`config.mk`:
```
export PLATFORM = sky130hd
export DESIGN_NAME = serial_tx_reg
export DESIGN_NICKNAME = d
export VERILOG_FILES = /design/src/rtl/serial_tx_reg.sv
export SDC_FILE = /design/constraint.sdc
export NUM_CORES = 1
export LEC_CHECK = 0
export CAP_MARGIN = 20
export CORE_MARGIN = 3
export CORE_UTILIZATION = 61
export DETAILED_ROUTE_END_ITERATION = 6
export GPL_ROUTABILITY_DRIVEN = 1
export PLACE_DENSITY_LB_ADDON = 0.2
export SYNTH_ARGS = -nofsm -noshare
export SYNTH_HDL_FRONTEND = slang
export SYNTH_SLANG_ARGS = --single-unit
```
`constraint.sdc`:
```
create_clock -name clk -period 4.3 [get_ports clk]
set_input_delay 0.86 -clock clk [delete_from_list [all_inputs] [get_ports clk]]
set_output_delay 0.86 -clock clk [all_outputs]
set_load 0.01 [all_outputs]
```
`src/rtl/serial_tx_reg.sv`:
```
// Parallel-load UART-style transmitter: start bit, WIDTH data bits LSB first,
// optional even parity, stop bit. tx idles high and is always driven from a flop.
module serial_tx_reg #(
    parameter int WIDTH      = 4,
    parameter int BIT_CYCLES = 10417,
    parameter int PARITY_EN  = 0
) (
    input  logic             clk,
    input  logic             clr_n,
    input  logic [WIDTH-1:0] D,
    input  logic             en,
    output logic             tx,
    output logic             busy,
    output logic             done
);

    localparam int CW = (BIT_CYCLES > 1) ? $clog2(BIT_CYCLES) : 1;
    localparam int BW = (WIDTH > 1) ? $clog2(WIDTH) : 1;
    localparam logic [CW-1:0] CYC_LAST = CW'(BIT_CYCLES - 1);
    localparam logic [BW-1:0] BIT_LAST = BW'(WIDTH - 1);

    typedef enum logic [2:0] {
        IDLE,
        START,
        DATA,
        PARITY,
        STOP
    } state_t;

    state_t           state;
    logic [CW-1:0]    cyc_cnt;
    logic [BW-1:0]    bit_cnt;
    logic [WIDTH-1:0] sreg;
    logic             par_bit;
    logic             bit_end;

    function automatic logic even_parity(input logic [WIDTH-1:0] w);
        return ^w;
    endfunction

    assign bit_end = (cyc_cnt == CYC_LAST);

    // The cycle counter only runs outside IDLE so every bit period starts
    // on the edge that changed tx, keeping transitions on k + n*BIT_CYCLES.
    always_ff @(posedge clk or negedge clr_n) begin
        if (!clr_n) begin
            state   <= IDLE;
            tx      <= 1'b1;
            busy    <= 1'b0;
            done    <= 1'b0;
            cyc_cnt <= '0;
            bit_cnt <= '0;
            sreg    <= '0;
            par_bit <= 1'b0;
        end else begin
            done <= 1'b0;

            if (state == IDLE || bit_end) begin
                cyc_cnt <= '0;
            end else begin
                cyc_cnt <= cyc_cnt + CW'(1);
            end

            case (state)
                IDLE: begin
                    tx   <= 1'b1;
                    busy <= 1'b0;
                    if (en) begin
                        sreg    <= D;
                        par_bit <= even_parity(D);
                        state   <= START;
                        tx      <= 1'b0;
                        busy    <= 1'b1;
                    end
                end
                START: begin
                    if (bit_end) begin
                        state   <= DATA;
                        tx      <= sreg[0];
                        sreg    <= sreg >> 1;
                        bit_cnt <= '0;
                    end
                end
                DATA: begin
                    if (bit_end) begin
                        if (bit_cnt == BIT_LAST) begin
                            if (PARITY_EN != 0) begin
                                state <= PARITY;
                                tx    <= par_bit;
                            end else begin
                                state <= STOP;
                                tx    <= 1'b1;
                            end
                        end else begin
                            bit_cnt <= bit_cnt + BW'(1);
                            tx      <= sreg[0];
                            sreg    <= sreg >> 1;
                        end
                    end
                end
                PARITY: begin
                    if (bit_end) begin
                        state <= STOP;
                        tx    <= 1'b1;
                    end
                end
                STOP: begin
                    if (bit_end) begin
                        state <= IDLE;
                        tx    <= 1'b1;
                        busy  <= 1'b0;
                        done  <= 1'b1;
                    end
                end
                default: begin
                    state <= IDLE;
                    tx    <= 1'b1;
                    busy  <= 1'b0;
                end
            endcase
        end
    end

endmodule
```
==> run summary, run 1 <==
maximum vdd ir drop -> 0.000269 V
post-route cell area -> 1510 um2
metal3 WL -> 92 um
most common cell after layout, fill and taps aside -> dfrtp_1
Largest delay share family, worst path -> simple AND/OR/NAND/NOR gates
hold depth -> 1
Crit. End Element -> register
io pins -> 10
Detailed Routing Iterations Pass 1 -> 4
core area -> 2020 um2
DRT antenna net count -> 0
worst-margin pin slew -> 0.578 ns
Mapped Nets -> 143
CTS tree -> built
area occupied by multi-input gates -> 621 um2
Syn Inst Count -> 133
setup tns final -> 0 ns
slowest stage cell, crit path -> or4_4
post-synthesis adder-cell area fraction -> 2.81%
CTS resizes -> 0
commonest cells after routing, fill and taps aside -> 25 x dfrtp_1, 23 x nor2_1, 9 x xor2_1, 9 x clkdlybuf4s50_1, 8 x inv_1
slowest stage delay, CP -> 0.65 ns
Clock Tree Buf Depth -> 2
largest family of logic cells by synthesized area -> simple AND/OR/NAND/NOR gates
Final Util -> 74.4%
Hold Slack -> 0.517 ns
r2r setup slk -> 2.03 ns
gp weighted congestion -> 0.766
detailed-route DRC error count -> 0
RSZ-0062 raised after global routing -> false
GRT Util Overall -> 19.9%
simple-gate area share of the yosys netlist -> 20.2%
fin crit share -> 52.7%
critical-path cell list -> or4b_1 > or4_4 > nand2b_1 > o22ai_1 > a21oi_1
Area contributors post-synth -> dfrtp_1 47%, nor2_1 6.5%, xor2_1 5.9%
Yosys warning count -> 0
setup bufs post-CTS -> 0
met2 WL post-DR -> 1.18 mm
vias in the first global route -> 950
Highest Clock Rate -> 441 MHz
Via-to-Cell Ratio -> 5.63
CP max FO -> 12
htree depth -> 1
placed cell areas -> 1440 um2
Filler cells -> 147
CTS clock-pin slew for the worst setup and hold paths -> 0.13 ns
vias -> 962
crit path from -> cyc_cnt[10]$_DFF_PN0_
Post-DP HPWL -> 1.68 mm
r2r worst-path depth -> 5
Rows -> 16
Die Y -> 52.8 um
largest net degree at the start of global routing -> 27
DRT iter0 DRCs -> 30
placed cell count -> 166
Synth cell types -> 36
Buf/Inv on CP -> 0
Non-Filler Instances -> 171
Root Driver -> clkbuf_4
layout cell share with drive strength beyond 1 -> 9.03%
post-synthesis xor/xnor area fraction -> 8.52%
Die Wd -> 52.8 um
Clock Latency Late Sink -> 0.31 ns
Final setup viols -> 0
CTS Sinks -> 26
Final Max Slew Viols -> 0
Worst Path Arrival -> 2.47 ns
Critical Path RT -> 4.51 ns
WP depth -> 5
compound-cell area share of the yosys netlist -> 13.4%
initial core utilization -> 66.1%
worst min path class -> reg -> reg
max layer used -> met4
TritonCTS buffer count -> 3
Antenna diodes -> 0
WL per Instance -> 14.0 um
number of port buffers -> 9
Max Clock Skew -> 0.00264 ns
mapped cell area -> 1340 um2
Storage cell area -> 652 um2
Synth top area share -> 46.8%
Die Area -> 2790 um2
Synth area leader -> dfrtp_1
total congestion overflow -> 0
worst setup path end -> sreg[2]$_DFFE_PN0P_
total wire length -> 2.39 mm
status -> finished clean
met1 WL -> 1.11 mm
kind of critical path -> reg -> reg
Max-Cap Viols -> 0
Mean Syn Cell Area -> 10.0 um2
RR Startpoint -> cyc_cnt[10]$_DFF_PN0_
# nets final -> 155
Worst setup SP type -> register
Area Overhead vs Synth -> 12.6%
Seq cells post-synth -> 26
sequential-to-total area share from yosys stat -> 48.8%
Max-Slew Margin vs Limit -> 61.5%
crit path time final -> 2.27 ns
first-pass GRT wire length -> 4.08 mm
static leakage -> 0.693 nW
post-synthesis mux area share -> 1.50%
hold bufs inserted after CTS -> 0
Pwr per Cell Area -> 382 nW/um2
initial antenna violation count -> 0
Final Hold Viols -> 0
RR Endpoint -> sreg[2]$_DFFE_PN0P_
[worst min path at each step]
stage	start	endpoint	slack (ns)
floorplan	cyc_cnt[0]$_DFF_PN0_	cyc_cnt[0]$_DFF_PN0_	0.46
global placement	bit_cnt[1]$_DFFE_PN0P_	bit_cnt[1]$_DFFE_PN0P_	0.49
detailed placement	bit_cnt[1]$_DFFE_PN0P_	bit_cnt[1]$_DFFE_PN0P_	0.50
CTS	cyc_cnt[0]$_DFF_PN0_	cyc_cnt[0]$_DFF_PN0_	0.51
global route	cyc_cnt[0]$_DFF_PN0_	cyc_cnt[0]$_DFF_PN0_	0.55
finish	cyc_cnt[0]$_DFF_PN0_	cyc_cnt[0]$_DFF_PN0_	0.52
[cell type report]
type | instances | area share (%)
Multi-Input combinational cell | 94 | 41.2
Inverter | 8 | 2.00
Clock buffer | 4 | 2.41
Tap cell | 27 | 2.24
Timing Repair Buffer | 12 | 8.81
Sequential cell | 26 | 43.3
[registers in the layout, indices dropped and copies added (netlist names)]
| signal | flops |
|---|---|
| sreg | 4 |
| cyc_cnt | 14 |
| state | 3 |
| done | 1 |
| busy | 1 |
| tx | 1 |
| bit_cnt | 2 |
[kinds of logic (layout without fill, tap and decap cells)]
kind of cell    after synthesis  count (layout)
compound gates               24              24
xor+xnor                     13              13
fa+ha+maj                     3               3
buf+inv                      13              24
flops                        26              26
mux                           2               2
simple gates                 52              52
[where the power goes]
| part | internal (mW) | leakage [nW] | switching (mW) |
|---|---|---|---|
| logic | 0.0666 | 0.337 | 0.0652 |
| registers | 0.287 | 0.335 | 0.0355 |
| clock network | 0.0517 | 0.0210 | 0.0689 |
| total | 0.405 | 0.693 | 0.170 |
[per-stage QoR]
step | worst slack, ns | power, mW
after global routing | 1.97 | 0.613
after detailed placement | 2.04 | 0.457
after floorplan | 2.29 | 0.406
after CTS | 2.02 | 0.578
final | 2.03 | 0.575
after global placement | 2.11 | 0.445
[per-layer routing]
layer	vias up	global-route usage (%)
met4	0	8.09
met2	24	34.1
met3	2	3.70
li1	474	-
met5	-	0
met1	462	24.5
[worst reg2reg max path: stages, from the launching register on]
cell and delay [ns]:
dfrtp_1 0.43, or4b_1 0.54, or4_4 0.65, nand2b_1 0.24, o22ai_1 0.21, a21oi_1 0.10
[cells in the mapped netlist, drive strengths merged]
master and instances:
xnor2 4, a21o 1, or4 1, nand4 1, nor2b 2, a21boi 1
o31ai 1, and3 2, nand2 5, nand2b 3, nand3 6, nor3b 1
nor2 24, o311a 1, ha 3, and2 2, a22oi 1, o22ai 5
clkbuf 3, a32o 1, and4 1, buf 2, inv 8, xor2 9
o21ai 7, mux2i 2, a2bb2oi 1, a21oi 5, nand3b 1, nor4 1
dfrtp 25, or4b 2, dfstp 1
Power figures use the tool's default switching activity.
==> inputs of run 2 (changes only) <==
Settings changed: CORE_UTILIZATION 61 to 56.
Clock period 4.3 ns to 2.3 ns, I/O delays scaled along.
==> run summary, run 2 (same netlist as run 1, synthesis figures left out) <==
status -> finished clean
initial antenna violation count -> 0 (unchanged)
Die Area -> 3010 um2 (+7.9%)
Final Max Slew Viols -> 0 (unchanged)
fin crit share -> 95.5% (+43 points)
CTS clock-pin slew for the worst setup and hold paths -> 0.13 ns (about the same)
Storage cell area -> 652 um2 (unchanged)
area occupied by multi-input gates -> 621 um2 (unchanged)
Pwr per Cell Area -> 712 nW/um2 (+86%)
Post-DP HPWL -> 1.80 mm (+6.7%)
Final Util -> 65.4% (-9.0 points)
number of port buffers -> 9 (unchanged)
Area Overhead vs Synth -> 9.36%
setup bufs post-CTS -> 0 (unchanged)
Worst setup SP type -> register
DRT antenna net count -> 0 (unchanged)
Worst Path Arrival -> 2.40 ns (-0.07 ns)
hold bufs inserted after CTS -> 0 (unchanged)
setup tns final -> 0 ns (unchanged)
Die Wd -> 54.9 um (+3.9%)
Max-Slew Margin vs Limit -> 59.7% (-1.8 points)
Max-Cap Viols -> 0 (unchanged)
Critical Path RT -> 2.51 ns (-2.00 ns)
maximum vdd ir drop -> 0.000456 V (+69%)
Final setup viols -> 0 (unchanged)
gp weighted congestion -> 0.774 (+0.99%)
Regs by FF count -> cyc_cnt (14), sreg (4), state (3)
CTS tree -> built
most common cell after layout, fill and taps aside -> dfrtp_1
max layer used -> met4
met2 WL post-DR -> 1.28 mm (+8.9%)
Power, Total -> 1.04 mW (+81%)
clock share of power -> 18.9% (-2.1 points)
met1 WL -> 1.06 mm (-4.1%)
Max Clock Skew -> 0.00343 ns (+0.000794 ns)
Clock Latency Late Sink -> 0.31 ns (about the same)
metal3 WL -> 111 um (+21%)
io pins -> 10 (unchanged)
vias in the first global route -> 970 (+2.1%)
crit path time final -> 2.20 ns (-0.0706 ns)
Die Y -> 54.9 um (+3.9%)
layout cell share with drive strength beyond 1 -> 7.04% (-2.0 points)
Clock Tree Buf Depth -> 2 (unchanged)
RSZ-0062 raised after global routing -> false
Flop pwr share -> 58.8% (+2.7 points)
switching power -> 319 uW (+88%)
Gate power share -> 22.4% (-0.5 points)
Cell Int Power -> 722 uW (+78%)
WL per Instance -> 14.5 um (+4.0%)
DRT iter0 DRCs -> 14 (-53%)
Sw Ratio -> 30.6% (+1.1 points)
post-route cell area -> 1460 um2 (-2.9%)
largest net degree at the start of global routing -> 27 (unchanged)
Root Driver -> clkbuf_4
commonest cells after routing, fill and taps aside -> 25 x dfrtp_1, 23 x nor2_1, 9 x xor2_1, 9 x clkdlybuf4s50_1, 8 x inv_1
Crit. End Element -> register
Detailed Routing Iterations Pass 1 -> 4 (unchanged)
Filler cells -> 184 (+25%)
GRT Util Overall -> 18.4% (-1.5 points)
worst min path class -> in -> async
htree depth -> 1 (unchanged)
static leakage -> 0.669 nW (-3.4%)
detailed-route DRC error count -> 0 (unchanged)
core area -> 2230 um2 (+10%)
Antenna diodes -> 0 (unchanged)
CTS Sinks -> 26 (unchanged)
vias -> 963 (+0.10%)
kind of critical path -> reg -> reg
Via-to-Cell Ratio -> 5.66 (+0.69%)
CTS resizes -> 0 (unchanged)
Rows -> 17 (+1)
Largest Register -> cyc_cnt
placed cell areas -> 1440 um2 (-0.43%)
total wire length -> 2.47 mm (+3.4%)
initial core utilization -> 59.8% (-6.3 points)
total congestion overflow -> 0 (unchanged)
# nets final -> 153 (-1.3%)
max FFs per register -> 14 (unchanged)
Final Hold Viols -> 0 (unchanged)
CP max FO -> 12 (unchanged)
first-pass GRT wire length -> 3.97 mm (-2.7%)
worst-margin pin slew -> 0.605 ns (+0.0269 ns)
Highest Clock Rate -> 455 MHz (+3.2%)
TritonCTS buffer count -> 3 (unchanged)
## run 2: cell types whose count changed in the layout (fill, tap and decap cells not counted), sizes merged
| cell | before | now |
|---|---|---|
| buf | 3 | 1 |
## run 2: worst max-delay path: stages (launching register included)
cell	delay [ns]
dfrtp_1	0.45
or4b_1	0.55
or4_4	0.61
nand2b_1	0.23
o22ai_1	0.17
a21oi_1	0.08
## run 2: metal layers
metal | track usage [%] | vias up
met5 | 0 | -
met4 | 7.47 | 0
met3 | 3.00 | 2
met2 | 33.7 | 31
met1 | 20.8 | 462
li1 | - | 468
## run 2: power by group through the flow
stage                     sequential, mW  clock (mW)  combinational, mW
after floorplan                    0.600           0              0.159
after global placement             0.612           0              0.223
after detailed placement           0.620           0              0.233
after CTS                          0.610       0.203              0.236
after global routing               0.621       0.220              0.267
final                              0.611       0.197              0.233
## run 2: path summary, 6_finish.rpt
path	start	endpoint	slack [ns]	cells after the start
max	cyc_cnt[6]$_DFF_PN0_	sreg[0]$_DFFE_PN0P_	0.10	5
min	clr_n	sreg[1]$_DFFE_PN0P_	0.50	2
max reg2reg	cyc_cnt[6]$_DFF_PN0_	sreg[0]$_DFFE_PN0P_	0.10	5
min reg2reg	cyc_cnt[0]$_DFF_PN0_	cyc_cnt[0]$_DFF_PN0_	0.51	1
max in group asynchronous	clr_n	tx$_DFFE_PN1P_	1.51	2
min in group clk	cyc_cnt[0]$_DFF_PN0_	cyc_cnt[0]$_DFF_PN0_	0.51	1
## run 2: layout make-up
class                      count  share of cell area [%]
inverter                       8                    2.05
tap                           28                    2.40
clock buffer                   4                    1.80
sequential                    26                    44.6
timing repair buffer          10                    6.68
multi-input combinational     94                    42.5
## run 2: per-stage QoR
step                hold WS, ns  cells  worst slack, ns
global placement          0.480    166            0.194
detailed placement        0.502    166            0.131
finish                    0.498    170            0.104
CTS                       0.503    170            0.105
floorplan                 0.164    133            0.290
global route              0.522    170           0.0291
==> inputs of run 3 (changes only) <==
Settings changed: CTS_CLUSTER_SIZE set to 16.
==> results of run 3 <==
Final layout, timing and power as in run 2 (identical DEF).
